--- src/rtl/loader_pkg.sv ---
// Shared constants and state encoding for the instruction loader.
// Latency: n/a (types and constants only).
// Backpressure: n/a.
package loader_pkg;

    localparam int BYTES_PER_WORD = 4;
    localparam logic [31:0] DEFAULT_HALT_WORD = 32'hFFFF_FFFF;

    localparam logic [2:0] ST_IDLE    = 3'd0;
    localparam logic [2:0] ST_RECEIVE = 3'd1;
    localparam logic [2:0] ST_WRITE   = 3'd2;
    localparam logic [2:0] ST_DONE    = 3'd3;
    localparam logic [2:0] ST_CHECK   = 3'd4;

    typedef enum logic [2:0] {
        S_IDLE    = ST_IDLE,
        S_RECEIVE = ST_RECEIVE,
        S_WRITE   = ST_WRITE,
        S_DONE    = ST_DONE,
        S_CHECK   = ST_CHECK
    } state_t;

endpackage

--- src/rtl/instruction_loader_if.sv ---
// Byte stream in from the UART receiver and write port out to instruction memory.
// Latency: n/a (signal bundle only).
// Backpressure: none; rx_valid is a one-cycle strobe that must be taken when offered.
// Modports: master = loader (consumes rx, drives write port);
//           slave  = environment (drives rx, consumes write port).
interface instruction_loader_if #(
    parameter int NB_ADDR      = 6,
    parameter int MEMORY_WIDTH = 32
);
    logic [7:0]              rx_data;
    logic                    rx_valid;
    logic [NB_ADDR-1:0]      write_addr;
    logic [MEMORY_WIDTH-1:0] write_data;
    logic                    write_enable;

    modport master (
        input  rx_data,
        input  rx_valid,
        output write_addr,
        output write_data,
        output write_enable
    );

    modport slave (
        output rx_data,
        output rx_valid,
        input  write_addr,
        input  write_data,
        input  write_enable
    );
endinterface

--- src/rtl/word_assembler.sv ---
// Packs a byte stream into 32-bit big-endian words (first byte lands in the MSB).
// Latency: o_word_ready pulses combinationally with the 4th byte; o_word is valid the next cycle.
// Backpressure: none; every i_byte_valid is taken.
// Ports: i_clock, i_reset (async high), i_clear (sync restart), i_byte_valid/i_byte in;
//        o_word (shift register contents), o_word_ready (4th byte being accepted).
module word_assembler
    import loader_pkg::*;
(
    input  logic        i_clock,
    input  logic        i_reset,
    input  logic        i_clear,
    input  logic        i_byte_valid,
    input  logic [7:0]  i_byte,
    output logic [31:0] o_word,
    output logic        o_word_ready
);

    localparam logic [1:0] LAST_BYTE = 2'(BYTES_PER_WORD - 1);

    logic [31:0] r_shift;
    logic [1:0]  r_count;

    always_ff @(posedge i_clock or posedge i_reset) begin
        if (i_reset) begin
            r_shift <= '0;
            r_count <= '0;
        end else if (i_clear) begin
            r_shift <= '0;
            r_count <= '0;
        end else if (i_byte_valid) begin
            r_shift <= {r_shift[23:0], i_byte};
            // Two-bit counter wraps to 0 after the 4th byte, ready for the next word.
            r_count <= r_count + 2'd1;
        end
    end

    assign o_word       = r_shift;
    assign o_word_ready = i_byte_valid && !i_clear && (r_count == LAST_BYTE);

endmodule

--- src/rtl/instruction_loader.sv ---
// Loads a program from the UART byte stream into instruction memory, one 32-bit word per write.
// Latency: write strobe one cycle after the 4th byte of each word; stops on HALT word or full memory.
// Backpressure: none; bytes are accepted in RECEIVE and in a non-final WRITE cycle, ignored elsewhere.
// Ports: i_clock, i_reset (async high), i_start; io_bus (rx byte stream in, memory write port out);
//        o_busy, o_done, o_word_count, o_checksum_error status out.
// Optional: define LOADER_CHECKSUM_EN to verify a trailing XOR checksum byte.
module instruction_loader
    import loader_pkg::*;
#(
    parameter int                      MEMORY_WIDTH = 32,
    parameter int                      MEMORY_DEPTH = 64,
    parameter int                      NB_ADDR      = 6,
    parameter logic [MEMORY_WIDTH-1:0] HALT_WORD    = DEFAULT_HALT_WORD
)(
    input  logic                 i_clock,
    input  logic                 i_reset,
    input  logic                 i_start,
    instruction_loader_if.master io_bus,
    output logic                 o_busy,
    output logic                 o_done,
    output logic [NB_ADDR:0]     o_word_count,
    output logic                 o_checksum_error
);

    localparam logic [NB_ADDR-1:0] LAST_ADDR = NB_ADDR'(MEMORY_DEPTH - 1);

    state_t                   r_state;
    state_t                   w_next_state;
    logic [NB_ADDR-1:0]       r_addr;
    logic [NB_ADDR:0]         r_word_count;
    logic                     w_start_load;
    logic                     w_asm_valid;
    logic                     w_last_word;
    logic                     w_word_ready;
    logic [MEMORY_WIDTH-1:0]  w_word;

    word_assembler u_word_assembler (
        .i_clock      (i_clock),
        .i_reset      (i_reset),
        .i_clear      (w_start_load),
        .i_byte_valid (w_asm_valid),
        .i_byte       (io_bus.rx_data),
        .o_word       (w_word),
        .o_word_ready (w_word_ready)
    );

    // The word being written is final when it is HALT or fills the last entry.
    assign w_last_word = (w_word == HALT_WORD) || (r_addr == LAST_ADDR);

    always_ff @(posedge i_clock or posedge i_reset) begin
        if (i_reset) begin
            r_state <= S_IDLE;
        end else begin
            r_state <= w_next_state;
        end
    end

    always_comb begin
        w_next_state = r_state;
        w_start_load = 1'b0;
        w_asm_valid  = 1'b0;
        case (r_state)
            S_IDLE, S_DONE: begin
                if (i_start) begin
                    w_start_load = 1'b1;
                    w_next_state = S_RECEIVE;
                end
            end
            S_RECEIVE: begin
                w_asm_valid = io_bus.rx_valid;
                if (w_word_ready) begin
                    w_next_state = S_WRITE;
                end
            end
            S_WRITE: begin
                if (w_last_word) begin
`ifdef LOADER_CHECKSUM_EN
                    w_next_state = S_CHECK;
`else
                    w_next_state = S_DONE;
`endif
                end else begin
                    // A byte landing during the write is the first byte of the next word.
                    w_asm_valid  = io_bus.rx_valid;
                    w_next_state = S_RECEIVE;
                end
            end
`ifdef LOADER_CHECKSUM_EN
            S_CHECK: begin
                if (io_bus.rx_valid) begin
                    w_next_state = S_DONE;
                end
            end
`endif
            default: w_next_state = S_IDLE;
        endcase
    end

    always_ff @(posedge i_clock or posedge i_reset) begin
        if (i_reset) begin
            r_addr       <= '0;
            r_word_count <= '0;
        end else if (w_start_load) begin
            r_addr       <= '0;
            r_word_count <= '0;
        end else if (r_state == S_WRITE) begin
            r_word_count <= r_word_count + (NB_ADDR+1)'(1);
            // Address holds on the final word so it never wraps back to 0.
            if (!w_last_word) begin
                r_addr <= r_addr + NB_ADDR'(1);
            end
        end
    end

`ifdef LOADER_CHECKSUM_EN
    logic [7:0] r_xor;
    logic       r_checksum_error;

    always_ff @(posedge i_clock or posedge i_reset) begin
        if (i_reset) begin
            r_xor            <= '0;
            r_checksum_error <= 1'b0;
        end else if (w_start_load) begin
            r_xor            <= '0;
            r_checksum_error <= 1'b0;
        end else begin
            if (w_asm_valid) begin
                r_xor <= r_xor ^ io_bus.rx_data;
            end
            if ((r_state == S_CHECK) && io_bus.rx_valid) begin
                r_checksum_error <= (io_bus.rx_data != r_xor);
            end
        end
    end

    assign o_checksum_error = r_checksum_error;
`else
    assign o_checksum_error = 1'b0;
`endif

    // All outputs decode registered state, so they are glitch-free and 0 in reset.
    assign io_bus.write_enable = (r_state == S_WRITE);
    assign io_bus.write_addr   = r_addr;
    assign io_bus.write_data   = w_word;
    assign o_busy              = (r_state == S_RECEIVE) || (r_state == S_WRITE) || (r_state == S_CHECK);
    assign o_done              = (r_state == S_DONE);
    assign o_word_count        = r_word_count;

endmodule
--- src/flat_wrapper.sv ---
// flat-port wrapper written by rule: the top's interface ports become plain ports
module instruction_loader_flat import loader_pkg::*;
#(
    parameter int                      MEMORY_WIDTH = 32,
    parameter int                      MEMORY_DEPTH = 64,
    parameter int                      NB_ADDR      = 6,
    parameter logic [MEMORY_WIDTH-1:0] HALT_WORD    = DEFAULT_HALT_WORD
)
  (i_clock, i_reset, i_start, o_busy, o_done, o_word_count, o_checksum_error, io_bus_rx_data, io_bus_rx_valid, io_bus_write_addr, io_bus_write_data, io_bus_write_enable);
  instruction_loader_if #(.NB_ADDR(NB_ADDR), .MEMORY_WIDTH(MEMORY_WIDTH)) io_bus_i ();
  input  logic i_clock;
  input  logic i_reset;
  input  logic i_start;
  output logic o_busy;
  output logic o_done;
  output logic [NB_ADDR:0] o_word_count;
  output logic o_checksum_error;
  input wire logic [$bits(io_bus_i.rx_data)-1:0] io_bus_rx_data;
  input wire logic [$bits(io_bus_i.rx_valid)-1:0] io_bus_rx_valid;
  output wire logic [$bits(io_bus_i.write_addr)-1:0] io_bus_write_addr;
  output wire logic [$bits(io_bus_i.write_data)-1:0] io_bus_write_data;
  output wire logic [$bits(io_bus_i.write_enable)-1:0] io_bus_write_enable;
  assign io_bus_i.rx_data = io_bus_rx_data;
  assign io_bus_i.rx_valid = io_bus_rx_valid;
  assign io_bus_write_addr = io_bus_i.write_addr;
  assign io_bus_write_data = io_bus_i.write_data;
  assign io_bus_write_enable = io_bus_i.write_enable;
  instruction_loader #(.MEMORY_WIDTH(MEMORY_WIDTH), .MEMORY_DEPTH(MEMORY_DEPTH), .NB_ADDR(NB_ADDR), .HALT_WORD(HALT_WORD)) u_core (.i_clock(i_clock), .i_reset(i_reset), .i_start(i_start), .io_bus(io_bus_i), .o_busy(o_busy), .o_done(o_done), .o_word_count(o_word_count), .o_checksum_error(o_checksum_error));
endmodule
--- config.mk ---
export PLATFORM = sky130hd
export DESIGN_NAME = instruction_loader_flat
export DESIGN_NICKNAME = d
export VERILOG_FILES = /design/src/rtl/loader_pkg.sv /design/src/rtl/instruction_loader_if.sv /design/src/rtl/word_assembler.sv /design/src/rtl/instruction_loader.sv /design/src/flat_wrapper.sv
export SDC_FILE = /design/constraint.sdc
export NUM_CORES = 1
export LEC_CHECK = 0
export BUFFER_PORTS_ARGS = -buffer_cell sky130_fd_sc_hd__buf_4
export CAP_MARGIN = 20
export CORE_MARGIN = 4
export CORE_UTILIZATION = 36
export CTS_CLUSTER_DIAMETER = 120
export DETAILED_ROUTE_END_ITERATION = 7
export SYNTH_ARGS = -nofsm -noshare
export SYNTH_HDL_FRONTEND = slang
export SYNTH_SLANG_ARGS = --single-unit
export TNS_END_PERCENT = 20
--- constraint.sdc ---
create_clock -name i_clock -period 4.6 [get_ports i_clock]
set_clock_uncertainty 0.2 [all_clocks]
set_input_delay 0 -clock i_clock [delete_from_list [all_inputs] [get_ports i_clock]]
set_output_delay 0 -clock i_clock [all_outputs]
set_load 0.05 [all_outputs]
==> flow_summary.toml, run 1 <==
[outcome]
status = "complete, no violations"

[die]
pin_count = 61
die_area_um2 = 7820
row_count = 29
core_area_um2 = 6310
die_h_um = 88.4
die_w_um = 88.4
start_util_pct = 36.9

[yosys]
netlist_area_um2 = 2330
netlist_instances = 235
yosys.area.top_type_share_pct = 52.7
synth_compound_area_share_pct = 10.4
ys_warn_count = 0
synth_top_family_by_area = "simple AND/OR/NAND/NOR gates"
synth-seq-area-share_pct = 52.7
synthSimpleGateAreaFrac_pct = 17.5
synthMuxAreaShare_pct = 6.23
synth_area_leaders = "dfrtp_1 (53%), nand4_1 (9.7%), o21ai_0 (6.4%), inv_1 (4.7%), ha_1 (3.2%)"
synthXorXnorAreaFrac_pct = 1.88
yosys.area.top_type = "dfrtp_1"
ys_types = 30
ys_ff_latch = 49
synthAdderAreaFrac_pct = 3.22
synth_nets = 253
synth.avg_cell_area_um2 = 9.91

[worst_setup_path]
startpoint = "u_core.u_word_assembler.o_word[20]$_DFFE_PP0P_"
critPathKind = "flop to flop"
cp_cell_sequence = "nand4_1 > or4_1 > o211a_1 > o21ai_4 > mux2_2"
arrival_ns = 2.96
worstPathRequired_ns = 4.58
cp_max_fo = 34
crit_slowest_cell = "o21ai_4"
end_kind = "flop"
r2r-start = "u_core.u_word_assembler.o_word[20]$_DFFE_PP0P_"
cpPeakStageDelay_ns = 0.75
cp-start-kind = "flop"

[timing]
hold_viol = 0
worst_pin_slew_ns = 1.05
fin_crit_sh_pct = 64.7
drv_slew = 0
period_minus_slack_ns = 2.98
setup_viol = 0
whs_ns = 0.0928
clock.fmax_mhz = 336
rsz0062_at_grt = "no"
max_slew_margin_pct = 29.7
final.setup.tns_ns = 0
fin_ws_ns = 1.62

[final_layout]
seqCellArea_um2 = 1230
nets = 319
multi_input_area_um2 = 923
final_common_cell = "buf_4"
drive_gt1_share_pct = 27.5
area_delta_synth_final_pct = 31.9
n_fill_cell = 600
n_antenna_cell = 0
final_util_pct = 48.6
layout_common_cells = "buf_4 (60), dfrtp_1 (49), nand4_1 (36)"

[detailed_routing]
via_count = 1970
routedWlPerCell_um = 15.2
drt.antenna.violating_nets = 0
drc_errors = 0
drtPass1Iterations = 4
vias_per_cell = 5.20
drtIter0Drc = 101
totalWireLength_um = 5770

[power]
power_leakage_nw = 1.52
vdd_drop_max_uv = 513
p_clk_share_pct = 14.1
p_switching_mw = 1.16
p_int_mw = 1.13
powerDensity_nw_per_um2 = 747
pwr-share-comb_pct = 54.2
p_sw_share_pct = 50.6
sequentialPowerShare_pct = 31.6

[cts]
clock_sinks = 49
htreeDepth = 2
ctsResizeCount = 0
cts_setup_buffers = 0
clockBufferDepth = 2
cts_made_buffers = 5
cts_root_buf = "clkbuf_8"
hold_buffers = 10
clk_pin_slew_ns = 0.09
cts_tree = "done"
insertion_delay_ns = 0.30

[worst_hold_path]
hold_path.startpoint = "io_bus_rx_valid"
hp-class = "input port to flop"

[placement]
dp_hpwl_um = 3830
place.gp.congestion = 0.769
io_buffers = 59
post-place-ws_ns = 1.65

[global_routing]
overflow = 0
grt_pass1_vias = 1923
grt_usage_pct = 15.6
grt_max_degree = 50
antenna_found_initial = 0
grt_first_pass_wirelength_um = 9520

[run]
cap_violations = 0
power by group through the flow:
stage               Combinational, mW  Clock [mW]  Sequential [mW]
finish                           1.24       0.324            0.726
global route                     1.34       0.347            0.750
CTS                              1.25       0.331            0.726
detailed placement               1.24           0            0.734
global placement                 1.24           0            0.733
floorplan                       0.456           0             1.16
cell usage after synthesis (all sizes together):
cell type	n
xor2	3
mux2	8
o21ai	31
o31ai	1
or2	1
buf	7
clkbuf	7
xnor2	2
a21oi	8
dfrtp	49
nand4	36
and3	1
inv	29
conb	1
nand2	11
ha	6
a31o	1
nor2	16
o211a	1
nand2b	1
o2111ai	1
or4	3
nand3	3
or3	3
mux2i	4
nor2b	1
final timing paths:
| check | depth (start not counted) | end | slack, ns |
|---|---|---|---|
| min | 4 | u_core.r_state[0]$_DFFE_PP0P_ | 0.09 |
| min in group asynchronous | 4 | u_core.io_bus.write_addr[5]$_DFFE_PP0P_ | 0.49 |
| min reg2reg | 1 | u_core.u_word_assembler.r_count[0]$_DFFE_PP0P_ | 0.28 |
| max reg2reg | 5 | u_core.u_word_assembler.o_word[19]$_DFFE_PP0P_ | 1.62 |
| max | 5 | u_core.u_word_assembler.o_word[19]$_DFFE_PP0P_ | 1.62 |
| max in group asynchronous | 5 | u_core.u_word_assembler.r_count[1]$_DFFE_PP0P_ | 3.24 |
cell families (layout without fill, tap and decap cells):
logic type,after synthesis,after routing
compound gates,43,43
xor+xnor,5,5
fa+ha+maj,6,6
buf+inv,43,110
flops,49,49
mux,12,12
other cells,1,1
simple gates,76,76
per-layer routing:
| layer | GRT usage, % | vias up | wire length [um] |
|---|---|---|---|
| li1 | - | 954 | - |
| met1 | 21.3 | 954 | 2630 |
| met2 | 23.5 | 56 | 2580 |
| met3 | 5.96 | 6 | 510 |
| met4 | 3.98 | 0 | 56 |
| met5 | 0 | - | 0 |
metrics by stage:
stage / power [mW] / cells / cell area (um2)
after floorplan: 1.61 / 235 / 2330
after global placement: 1.97 / 358 / 2810
after detailed placement: 1.97 / 358 / 2810
after CTS: 2.31 / 376 / 3030
after global routing: 2.44 / 379 / 3070
final: 2.29 / 379 / 3070
worst max-delay path: cells and delay by family, from the launching register on:
family | cells | cell delay [ns]
AO/OA/AOI/OAI | 2 | 1.11
AND/OR/NAND/NOR | 2 | 0.71
flip-flops | 1 | 0.43
multiplexers | 1 | 0.42
layout make-up:
| cell class | instances | share of cell area, % |
|---|---|---|
| flip-flops and latches | 49 | 39.9 |
| clock buffers | 6 | 2.69 |
| multi-input cells | 143 | 30.1 |
| well taps | 77 | 3.14 |
| inverters | 29 | 3.55 |
| repair buffers | 73 | 19.4 |
| clock inverters | 2 | 1.22 |
sequential cells by signal, indices dropped and copies added (netlist names):
register and cells:
u_core.u_word_assembler.r_count 2, u_core.u_word_assembler.o_word 32, u_core.io_bus.write_addr 6, u_core.r_state 2, u_core.o_word_count 7
(Power assumes the default switching activity.)
==> run 2: changes to the inputs <==
clock period = 2.9 ns   (was 4.6 ns; I/O delays follow)
==> run 2 against run 1 <==
Routed wire length increased by 1.4%. Via count increased by 0.46%. Fmax increased by 12%. Largest power group unchanged.
==> flow_summary.toml, run 2 (synthesized netlist as in run 1, its figures left out) <==
[run]
cap_violations = 0

[cts]
hold_buffers = 10
htreeDepth = 2
cts_root_buf = "clkbuf_8"
clk_pin_slew_ns = 0.09
ctsResizeCount = 0
insertion_delay_ns = 0.30
clockBufferDepth = 2
cts_made_buffers = 5
cts_tree = "done"
clock_sinks = 49
cts_setup_buffers = 0

[global_routing]
grt_first_pass_wirelength_um = 9700
grt_usage_pct = 16.0
overflow = 0
grt_max_degree = 50
grt_pass1_vias = 1907
antenna_found_initial = 0

[detailed_routing]
routed.top_layer = "met4"
drt.antenna.violating_nets = 0
met1Wirelength_um = 2630
wl_met2_um = 2630
drtPass1Iterations = 4
via_count = 1979
met3WireLength_um = 532
drc_errors = 0
totalWireLength_um = 5850
drtIter0Drc = 121
vias_per_cell = 5.11
routedWlPerCell_um = 15.1

[worst_setup_path]
r2r_setup_slack_ns = 0.25
r2r-start = "u_core.u_word_assembler.o_word[20]$_DFFE_PP0P_"
cp-start-kind = "flop"
critPathKind = "flop to flop"
crit_end = "u_core.u_word_assembler.o_word[17]$_DFFE_PP0P_"
arrival_ns = 2.65
worstPathRequired_ns = 2.89
cp_max_fo = 14
end_kind = "flop"
ff2ff_path_depth = 5
startpoint = "u_core.u_word_assembler.o_word[20]$_DFFE_PP0P_"
r2r_end = "u_core.u_word_assembler.o_word[17]$_DFFE_PP0P_"

[placement]
dp_hpwl_um = 4150
io_buffers = 59
post-place-ws_ns = 0.262
place.gp.congestion = 0.799

[die]
core_area_um2 = 6310
die_area_um2 = 7820
pin_count = 61
die_w_um = 88.4
die_h_um = 88.4
row_count = 29
start_util_pct = 36.9

[final_layout]
nets = 327
area_delta_synth_final_pct = 34.8
final_util_pct = 49.7
largest_reg_flops = 32
n_antenna_cell = 0
layout_common_cells = "buf_4 (70), dfrtp_1 (49), nand4_1 (36)"
drive_gt1_share_pct = 29.7
final_common_cell = "buf_4"

[power]
vdd_drop_max_uv = 728
powerDensity_nw_per_um2 = 1210
power_leakage_nw = 1.56

[outcome]
status = "complete, no violations"

[timing]
clock.fmax_mhz = 377
rsz0062_at_grt = "no"
fin_ws_ns = 0.248
hold_viol = 0
fin_crit_sh_pct = 91.4
drv_slew = 0
final.setup.tns_ns = 0
setup_viol = 0
worst_pin_slew_ns = 0.523
max_slew_margin_pct = 64.8
period_minus_slack_ns = 2.65

[worst_hold_path]
hp-class = "input port to async pin"
## run 2: final cells by class
cell class	instances	area, um2
clock buffers	5	68.8
fillers	601	3180
clock inverters	3	68.8
multi-input cells	143	923
well taps	77	96.3
repair buffers	81	646
inverters	29	109
flip-flops and latches	49	1230
## run 2: per-stage QoR
step | total power, mW | cells | hold slack [ns] | area, um2
CTS | 3.82 | 386 | 0.122 | 3120
global placement | 3.21 | 368 | 0.0558 | 2880
global route | 4.03 | 387 | 0.104 | 3140
detailed placement | 3.22 | 368 | 0.0646 | 2880
finish | 3.79 | 387 | 0.0745 | 3140
floorplan | 2.56 | 235 | -0.0575 | 2330
## run 2: layer usage
| metal | vias to the layer above | global-route usage [%] |
|---|---|---|
| met4 | 0 | 3.71 |
| met1 | 941 | 22.1 |
| met2 | 66 | 24.1 |
| li1 | 967 | - |
| met5 | - | 0 |
| met3 | 5 | 5.87 |
## run 2: critical path, stage by stage (launching register included)
cell     delay (ns)
dfrtp_1        0.45
nand4_1        0.11
or4_1          0.59
o211a_1        0.36
o21ai_4        0.43
mux2_2         0.39
## run 2: worst min-delay path by stage
stage / startpoint / to / slack, ns / depth (start not counted)
3_3_place_gp: io_bus_rx_data[1] / u_core.u_word_assembler.o_word[1]$_DFFE_PP0P_ / 0.06 / 3
6_report: i_reset / u_core.io_bus.write_addr[1]$_DFFE_PP0P_ / 0.07 / 3
4_1_cts: io_bus_rx_valid / u_core.r_state[1]$_DFFE_PP0P_ / 0.12 / 5
3_5_place_dp: io_bus_rx_data[0] / u_core.u_word_assembler.o_word[0]$_DFFE_PP0P_ / 0.06 / 3
2_1_floorplan: io_bus_rx_data[0] / u_core.u_word_assembler.o_word[0]$_DFFE_PP0P_ / -0.06 / 2
5_1_grt: i_reset / u_core.u_word_assembler.o_word[16]$_DFFE_PP0P_ / 0.10 / 3
## run 2: power by group
part | leakage [nW] | total [mW] | switching (mW) | internal (mW)
sequential | 0.647 | 1.15 | 0.231 | 0.923
clock | 0.0687 | 0.583 | 0.236 | 0.347
combinational | 0.848 | 2.06 | 1.40 | 0.659
total | 1.56 | 3.79 | 1.86 | 1.93
==> run 3: changes to the inputs <==
==> constraint.sdc (replaced) <==
create_clock -name i_clock -period 2.9 [get_ports i_clock]
set_clock_uncertainty 0.2 [all_clocks]
set_input_delay 0.145 -clock i_clock [delete_from_list [all_inputs] [get_ports i_clock]]
set_output_delay 0.145 -clock i_clock [all_outputs]
set_load 0.05 [all_outputs]
==> run 3 against run 2 <==
Fmax increased by 0.17%. Worst setup slack better by 0.0045 ns. Count of clock-buffer cells in the layout stayed put. Sequential power about the same. Cell count is 0.26% lower. Non-clock buffer count fell by 1. Utilization shrank 0.16 points. Power down 0.10%. Routed wire length is 0.27% lower. Cell area decreased by 0.32%. Critical endpoint unchanged.
==> flow_summary.toml, run 3 (synthesized netlist as in run 1, its figures left out) <==
[outcome]
status = "complete, no violations"

[cts]
insertion_delay_ns = 0.30
cts_made_buffers = 5
cts_setup_buffers = 0
clk_pin_slew_ns = 0.09
clock_sinks = 49
cts_tree = "done"
htreeDepth = 2
clockBufferDepth = 2
cts_root_buf = "clkbuf_8"

[die]
core_area_um2 = 6310
die_w_um = 88.4
die_area_um2 = 7820
die_h_um = 88.4
row_count = 29
pin_count = 61
start_util_pct = 36.9

[final_layout]
nets = 326
n_antenna_cell = 0
area_delta_synth_final_pct = 34.3
largest_reg_flops = 32
final_common_cell = "buf_4"
stdcell_area_um2 = 3130
layout_common_cells = "buf_4 (70), dfrtp_1 (49), nand4_1 (36)"
drive_gt1_share_pct = 29.8
instances_no_fill = 386

[timing]
fin_crit_sh_pct = 91.3
drv_slew = 0
clock.fmax_mhz = 378
rsz0062_at_grt = "no"
hold_viol = 0
setup_viol = 0
worst_pin_slew_ns = 0.529
final.setup.tns_ns = 0
max_slew_margin_pct = 64.4
period_minus_slack_ns = 2.65

[worst_setup_path]
cp-start-kind = "flop"
cp_max_fo = 14
critPathKind = "flop to flop"
end_kind = "flop"
worstPathRequired_ns = 2.89
arrival_ns = 2.64

[global_routing]
antenna_found_initial = 0
grt_pass1_vias = 1898
grt_usage_pct = 16.0
grt_first_pass_wirelength_um = 9680
overflow = 0
grt_max_degree = 50

[detailed_routing]
drc_errors = 0
vias_per_cell = 5.11
routedWlPerCell_um = 15.1
drtIter0Drc = 117
drt.antenna.violating_nets = 0
totalWireLength_um = 5840
drtPass1Iterations = 4
via_count = 1971

[placement]
placed_area_um2 = 2880
place.gp.congestion = 0.799
io_buffers = 59
dp_hpwl_um = 4150
dp_cells = 368

[power]
p_switching_mw = 1.86
vdd_drop_max_uv = 727
sequentialPowerShare_pct = 30.4
power_leakage_nw = 1.56
powerDensity_nw_per_um2 = 1210
p_int_mw = 1.93
pwr-share-comb_pct = 54.2
p_sw_share_pct = 49.1
p_clk_share_pct = 15.4

[worst_hold_path]
hp-class = "input port to flop"

[run]
cap_violations = 0
==> run 3: timing repair <==
| action | 4_1_cts | 5_1_grt |
|---|---|---|
| hold buffers | 9 | 0 |
| hold endpoints to repair | 57 | 0 |
| resized for setup | 0 | 0 |
==> run 3: through the flow <==
| step | utilization (%) | hold slack, ns | setup slack, ns | power, mW |
|---|---|---|---|---|
| final | 49.5 | 0.119 | 0.253 | 3.79 |
| after global routing | 49.5 | 0.143 | 0.113 | 4.03 |
| after CTS | 49.2 | 0.114 | 0.253 | 3.82 |
| after detailed placement | 45.6 | 0.210 | 0.262 | 3.22 |
| after global placement | 45.6 | 0.201 | 0.297 | 3.21 |
| after floorplan | - | 0.0875 | 0.220 | 2.56 |
==> run 3: metal layers <==
metal	wire [um]	track usage, %
met5	0	0
met1	2650	22.0
met4	53	3.71
met3	519	5.96
met2	2620	24.0
==> run 3: cell type report <==
cell class	instances	area, um2
fillers	600	3190
flip-flops and latches	49	1230
multi-input cells	143	923
repair buffers	80	636
inverters	29	109
well taps	77	96.3
clock buffers	5	68.8
clock inverters	3	68.8
==> run 3: power groups by stage <==
| stage | Clock [mW] | Combinational, mW | Sequential, mW |
|---|---|---|---|
| after floorplan | 0 | 0.723 | 1.84 |
| after global placement | 0 | 2.05 | 1.16 |
| after detailed placement | 0 | 2.06 | 1.17 |
| after CTS | 0.600 | 2.07 | 1.16 |
| after global routing | 0.624 | 2.20 | 1.20 |
| final | 0.583 | 2.05 | 1.15 |
==> run 3: final timing paths <==
check	startpoint	to	slack (ns)	cells past startpoint
min in group asynchronous	i_reset	u_core.io_bus.write_addr[1]$_DFFE_PP0P_	0.22	3
min	i_start	u_core.r_state[1]$_DFFE_PP0P_	0.12	5
max in group asynchronous	i_reset	u_core.u_word_assembler.o_word[4]$_DFFE_PP0P_	1.77	4
max	u_core.u_word_assembler.o_word[20]$_DFFE_PP0P_	u_core.u_word_assembler.o_word[17]$_DFFE_PP0P_	0.25	5
max reg2reg	u_core.u_word_assembler.o_word[20]$_DFFE_PP0P_	u_core.u_word_assembler.o_word[17]$_DFFE_PP0P_	0.25	5
min reg2reg	u_core.u_word_assembler.r_count[0]$_DFFE_PP0P_	u_core.u_word_assembler.r_count[0]$_DFFE_PP0P_	0.29	1
==> run 3: critical path, stage by stage (launching register included) <==
cell,delay [ns]
dfrtp_1,0.44
nand4_1,0.11
or4_1,0.59
o211a_1,0.36
o21ai_4,0.44
mux2_2,0.39
